--- config.mk ---
export PLATFORM = sky130hd
export DESIGN_NAME = bus_grant_ctrl
export DESIGN_NICKNAME = d
export VERILOG_FILES = /design/src/rtl/bus_grant_ctrl_pkg.sv /design/src/rtl/bus_grant_ctrl_picker.sv /design/src/rtl/bus_grant_ctrl.sv
export SDC_FILE = /design/constraint.sdc
export NUM_CORES = 1
export LEC_CHECK = 0
export CAP_MARGIN = 10
export CORE_MARGIN = 2
export CORE_UTILIZATION = 30
export DETAILED_ROUTE_END_ITERATION = 16
export GPL_ROUTABILITY_DRIVEN = 0
export PLACE_DENSITY = 0.52
export SLEW_MARGIN = 40
export SYNTH_ARGS = -nofsm -noshare
export SYNTH_HDL_FRONTEND = slang
export SYNTH_HIERARCHICAL = 1
export SYNTH_SLANG_ARGS = --single-unit
--- constraint.sdc ---
create_clock -name clk -period 2.6 [get_ports clk]
set_input_delay 0.39 -clock clk [delete_from_list [all_inputs] [get_ports clk]]
set_output_delay 0.39 -clock clk [all_outputs]
set_load 0.02 [all_outputs]
--- src/rtl/bus_grant_ctrl_pkg.sv ---
// Shared definitions for the bus grant controller: FSM state encoding, default mux codes
// and the owner-index width helper.
package bus_grant_ctrl_pkg;

  typedef enum logic [1:0] {
    ST_IDLE  = 2'd0,
    ST_GRANT = 2'd1,
    ST_TURN  = 2'd2
  } state_t;

  localparam logic [7:0] IDLE_CODE_DEFAULT = 8'h00;
  localparam logic [7:0] ALU_BASE_CODE     = 8'h10;

  function automatic int idx_width(input int n);
    return (n > 1) ? $clog2(n) : 1;
  endfunction

endpackage

--- src/rtl/bus_grant_ctrl_picker.sv ---
// Combinational rotating-priority pick: first requester at or after i_ptr, wrapping modulo N.
// Kept standalone so other arbiters can reuse it.
module rr_picker #(
  parameter int N     = 4,
  parameter int IDX_W = 2
) (
  input  logic [N-1:0]     i_req,
  input  logic [IDX_W-1:0] i_ptr,
  output logic             o_any,
  output logic [IDX_W-1:0] o_idx
);

  logic [IDX_W:0]   w_sum  [N];
  logic [IDX_W-1:0] w_cand [N];
  logic [N-1:0]     w_hit;

  // Candidate gi is the requester gi places after the pointer.
  genvar gi;
  for (gi = 0; gi < N; gi++) begin : g_cand
    assign w_sum[gi]  = {1'b0, i_ptr} + (IDX_W+1)'(gi);
    assign w_cand[gi] = (w_sum[gi] >= (IDX_W+1)'(N)) ?
                        IDX_W'(w_sum[gi] - (IDX_W+1)'(N)) : w_sum[gi][IDX_W-1:0];
    assign w_hit[gi]  = i_req[w_cand[gi]];
  end

  always_comb begin
    o_any = |w_hit;
    o_idx = '0;
    for (int k = N - 1; k >= 0; k--) begin
      if (w_hit[k]) o_idx = w_cand[k];
    end
  end

endmodule

--- src/rtl/bus_grant_ctrl.sv ---
// Round-robin bus arbiter driving the keyed mux chain: one tenure at a time, optional hold
// limit, and a single idle-key bubble between tenures so the key never jumps source to source.
module bus_grant_ctrl
  import bus_grant_ctrl_pkg::*;
#(
  parameter int         NUM_REQ   = 4,
  parameter logic [7:0] BASE_CODE = ALU_BASE_CODE,
  parameter logic [7:0] IDLE_CODE = IDLE_CODE_DEFAULT,
  parameter int         MAX_HOLD  = 16,
  localparam int        OWNER_W   = idx_width(NUM_REQ)
) (
  input  logic               clk,
  input  logic               rst_n,
  input  logic [NUM_REQ-1:0] req,
  output logic [NUM_REQ-1:0] gnt,
  output logic [7:0]         mux_key,
  output logic [OWNER_W-1:0] owner,
  output logic               bus_busy,
  output logic               hold_tmo
);

  localparam int              CNT_W     = (MAX_HOLD > 1) ? $clog2(MAX_HOLD) : 1;
  localparam logic [CNT_W-1:0] HOLD_LAST = CNT_W'((MAX_HOLD > 0) ? MAX_HOLD - 1 : 0);

  if (NUM_REQ < 2 || NUM_REQ > 8) begin : g_bad_num_req
    $fatal(1, "bus_grant_ctrl: NUM_REQ must be 2..8");
  end
  if (MAX_HOLD < 0) begin : g_bad_max_hold
    $fatal(1, "bus_grant_ctrl: MAX_HOLD must be >= 0");
  end
  if (int'(BASE_CODE) + NUM_REQ - 1 > 255) begin : g_bad_base
    $fatal(1, "bus_grant_ctrl: BASE_CODE+NUM_REQ-1 exceeds 8'hFF");
  end
  if (int'(IDLE_CODE) >= int'(BASE_CODE) &&
      int'(IDLE_CODE) <= int'(BASE_CODE) + NUM_REQ - 1) begin : g_bad_idle
    $fatal(1, "bus_grant_ctrl: IDLE_CODE collides with a requester code");
  end

  state_t             r_state, w_state_next;
  logic [NUM_REQ-1:0] r_gnt, w_gnt_next;
  logic [7:0]         r_key, w_key_next;
  logic [OWNER_W-1:0] r_owner, w_owner_next;
  logic [OWNER_W-1:0] r_rr_ptr, w_rr_ptr_next;
  logic               r_busy, w_busy_next;
  logic               r_tmo, w_tmo_next;
  logic [CNT_W-1:0]   r_hold_cnt, w_hold_cnt_next;

  logic               w_pick_any;
  logic [OWNER_W-1:0] w_pick_idx;
  logic               w_owner_req;
  logic               w_expire;
  logic               w_exit;

  rr_picker #(
    .N     (NUM_REQ),
    .IDX_W (OWNER_W)
  ) u_picker (
    .i_req (req),
    .i_ptr (r_rr_ptr),
    .o_any (w_pick_any),
    .o_idx (w_pick_idx)
  );

  assign w_owner_req = req[r_owner];
  assign w_expire    = (MAX_HOLD != 0) && (r_hold_cnt == HOLD_LAST);
  assign w_exit      = !w_owner_req || w_expire;

  always_ff @(posedge clk) begin
    if (!rst_n) begin
      r_state    <= ST_IDLE;
      r_gnt      <= '0;
      r_key      <= IDLE_CODE;
      r_owner    <= '0;
      r_rr_ptr   <= '0;
      r_busy     <= 1'b0;
      r_tmo      <= 1'b0;
      r_hold_cnt <= '0;
    end else begin
      r_state    <= w_state_next;
      r_gnt      <= w_gnt_next;
      r_key      <= w_key_next;
      r_owner    <= w_owner_next;
      r_rr_ptr   <= w_rr_ptr_next;
      r_busy     <= w_busy_next;
      r_tmo      <= w_tmo_next;
      r_hold_cnt <= w_hold_cnt_next;
    end
  end

  always_comb begin
    w_state_next = r_state;
    case (r_state)
      ST_IDLE:  w_state_next = w_pick_any ? ST_GRANT : ST_IDLE;
      ST_GRANT: w_state_next = w_exit ? ST_TURN : ST_GRANT;
      ST_TURN:  w_state_next = w_pick_any ? ST_GRANT : ST_IDLE;
      default:  w_state_next = ST_IDLE;
    endcase
  end

  always_comb begin
    w_gnt_next      = r_gnt;
    w_key_next      = r_key;
    w_owner_next    = r_owner;
    w_rr_ptr_next   = r_rr_ptr;
    w_busy_next     = r_busy;
    w_tmo_next      = 1'b0;
    w_hold_cnt_next = r_hold_cnt;
    case (r_state)
      ST_IDLE, ST_TURN: begin
        if (w_pick_any) begin
          w_gnt_next      = NUM_REQ'(1) << w_pick_idx;
          w_key_next      = BASE_CODE + 8'(w_pick_idx);
          w_owner_next    = w_pick_idx;
          w_busy_next     = 1'b1;
          w_hold_cnt_next = '0;
        end else begin
          w_gnt_next  = '0;
          w_key_next  = IDLE_CODE;
          w_busy_next = 1'b0;
        end
      end
      ST_GRANT: begin
        if (w_exit) begin
          w_gnt_next    = '0;
          w_key_next    = IDLE_CODE;
          w_busy_next   = 1'b0;
          w_rr_ptr_next = (r_owner == OWNER_W'(NUM_REQ - 1)) ? '0 : r_owner + OWNER_W'(1);
          // A simultaneous release counts as a normal end of tenure.
          w_tmo_next    = w_expire && w_owner_req;
        end else if (r_hold_cnt != '1) begin
          w_hold_cnt_next = r_hold_cnt + CNT_W'(1);
        end
      end
      default: begin
        w_gnt_next  = '0;
        w_key_next  = IDLE_CODE;
        w_busy_next = 1'b0;
      end
    endcase
  end

  assign gnt      = r_gnt;
  assign mux_key  = r_key;
  assign owner    = r_owner;
  assign bus_busy = r_busy;
  assign hold_tmo = r_tmo;

endmodule
==> flow_metrics.py <==
metrics = {
    "worst_setup_path": {
        "reg2regPathDepth": 3,
        "r2r_slack_ns": 0.85,
        "worstSetupEndpointType": "flip-flop",
        "r2r-start": "owner[0]$_SDFFE_PN0P_",
        "worstPathMaxFanout": 15,
        "critPathArrivalTime_ns": 2.09,
        "path_class": "input pin to flip-flop",
        "worstPathRequired_ns": 2.83,
        "cp-start-kind": "input pin",
        "rr_endpoint": "r_hold_cnt[3]$_SDFFE_PN0P_",
    },
    "worst_hold_path": {
        "min_path_cells": 2,
        "min_from": "gnt[3]$_SDFFE_PN0P_",
        "hold_end": "gnt[3]$_SDFFE_PN0P_",
        "min_path_type": "flip-flop to flip-flop",
    },
    "cts": {
        "cts_root_buffer": "clkbuf_4",
        "cts_buffers": 3,
        "holdBufCountCts": 0,
        "clkTransAtPathRegs_ns": 0.11,
        "clock_latency_ns": 0.29,
        "post-cts-setup-buffers": 0,
        "cts_max_path_buffers": 2,
        "cts.sinks": 18,
        "cts-htree-levels": 1,
        "cts_resized": 0,
        "tritoncts": "done",
    },
    "synthesis": {
        "avgSynthCellArea_um2": 8.82,
        "synth_cells": 103,
        "synth_seq_cells": 18,
        "yosys_warnings": 6,
        "yosysSeqAreaShare": 0.397,
        "synthArstFlopShare": 0,
        "netlist_area_um2": 908,
        "synthFlopType": "dfxtp_1",
        "synth_enable_flop_cells": 0,
        "yosysUniqueCellTypes": 36,
    },
    "floorplanning": {
        "io_pins": 22,
        "die-area_um2": 3480,
        "start_util": 0.324,
        "fp.dieH_um": 59.0,
        "core_area_um2": 2810,
        "row_count": 19,
        "die_w_um": 59.0,
    },
    "layout": {
        "final_area_um2": 1100,
        "final_cell_mix": "dfxtp_1, clkdlybuf4s50_1, nand2_1, a21oi_1, nor2_1",
        "area_growth_pct": 21.6,
        "num_antenna_cells": 0,
        "layout.nets": 128,
        "drive_gt1_frac": 0.0672,
        "final_common_cell": "dfxtp_1",
    },
    "sta": {
        "period_share": 0.716,
        "fin_skew_ns": 0.0100,
        "finalHoldViolations": 0,
        "rsz0062_at_grt": "no",
        "slew_viol_final": 0,
        "fin_tns_setup_ns": 0,
        "setup_viol": 0,
        "max_freq_mhz": 537,
        "period_minus_slack_ns": 1.86,
    },
    "drt": {
        "routed_via_density": 5.24,
        "wirelength_um": 1950,
        "drt_iter0_drc": 21,
        "detail_route.drc_violations": 0,
        "wl_per_cell_um": 13.0,
        "antenna_left": 0,
        "num_vias": 786,
        "drt-pass1-iter-count": 4,
    },
    "placed_design": {
        "place_hpwl_um": 1380,
        "port_buffers": 16,
        "place_area_um2": 1070,
    },
    "grt": {
        "antenna_found_initial": 0,
        "grtUsageTotal": 0.123,
        "grt_pass1_wl_um": 3290,
        "grt_overflow": 0,
        "grt_max_degree": 17,
        "first_global_vias": 745,
    },
    "pwr": {
        "irDropWorstVdd_mv": 0.363,
        "pwr_density_cell_nw_per_um2": 553,
        "leakagePower_uw": 0.000400,
    },
    "flow_run": {
        "max_cap_violations": 0,
    },
    "status": {
        "outcome": "completed",
    },
}
synthesized netlist by cell type (2+ instances only):
cell	count	area [um2]
nand4_1	6	37.5
nand2b_1	3	18.8
o22ai_1	2	12.5
nand3_1	3	15.0
nand2_1	10	37.5
a21oi_1	7	35.0
and4_1	2	17.5
dfxtp_1	18	360
mux2i_1	3	30.0
nand3b_1	2	15.0
buf_4	6	45.0
clkbuf_1	2	7.51
a311o_1	3	30.0
inv_1	5	18.8
nor2_1	7	26.3
ha_1	2	25.0
nor2b_1	3	18.8
critical path, stage by stage:
cell	delay (ns)
clkdlybuf4s50_1	0.47
mux4_2	0.66
a311o_1	0.40
a31oi_1	0.16
registers in the layout, summed over array words and instances (netlist names):
register and count:
owner 2, r_rr_ptr 2, gnt 4, r_state 2, mux_key 2, hold_tmo 1
r_hold_cnt 4, bus_busy 1
metal layers:
metal | routed length, um | track usage | up-vias
li1 | - | - | 396
met1 | 959 | 0.168 | 366
met2 | 909 | 0.198 | 22
met3 | 63 | 0.0262 | 2
met4 | 13 | 0.0292 | 0
met5 | 0 | 0 | -
power breakdown:
group,leakage (uW),total [uW],switching (uW),internal (uW)
registers,0.000147,306,13.8,292
logic,0.000232,133,77.5,55.6
clock network,0.0000210,172,86.7,85.2
kinds of logic (layout without fill, tap and decap cells):
family	count (synthesis)	count (layout)	share of synthesized area
simple gates	41	41	0.244
buf+inv	16	28	0.101
other cells	1	5	0.00413
compound gates	21	21	0.169
fa+ha+maj	2	2	0.0275
flops	18	18	0.397
mux	4	4	0.0579
cell type report:
class	instances	area [um2]
clock buffers	4	36.3
fillers	291	1700
inverters	6	22.5
multi-input cells	73	472
flip-flops and latches	18	360
well taps	31	38.8
repair buffers	18	175
worst max path at each step:
| stage | startpoint | to | slack, ns | cells past startpoint |
|---|---|---|---|---|
| floorplan | owner[0]$_SDFFE_PN0P_ | r_hold_cnt[0]$_SDFFE_PN0P_ | 0.88 | 4 |
| global placement | req[3] | r_hold_cnt[3]$_SDFFE_PN0P_ | 0.48 | 4 |
| detailed placement | req[3] | r_hold_cnt[3]$_SDFFE_PN0P_ | 0.45 | 4 |
| CTS | req[3] | r_hold_cnt[3]$_SDFFE_PN0P_ | 0.75 | 4 |
| global route | req[3] | r_rr_ptr[1]$_SDFFE_PN0P_ | 0.70 | 4 |
| finish | req[3] | r_hold_cnt[3]$_SDFFE_PN0P_ | 0.74 | 4 |
stage by stage:
step | cells | hold WS, ns | setup slack (ns) | utilization | power [uW]
after floorplan | 107 | 0.461 | 0.884 | - | 403
after global placement | 146 | 0.443 | 0.481 | 0.381 | 444
after detailed placement | 146 | 0.442 | 0.453 | 0.381 | 444
after CTS | 150 | 0.465 | 0.749 | 0.394 | 616
after global routing | 150 | 0.494 | 0.695 | 0.394 | 642
final | 150 | 0.459 | 0.739 | 0.394 | 611
No activity file was read; power rests on OpenSTA's default activity.
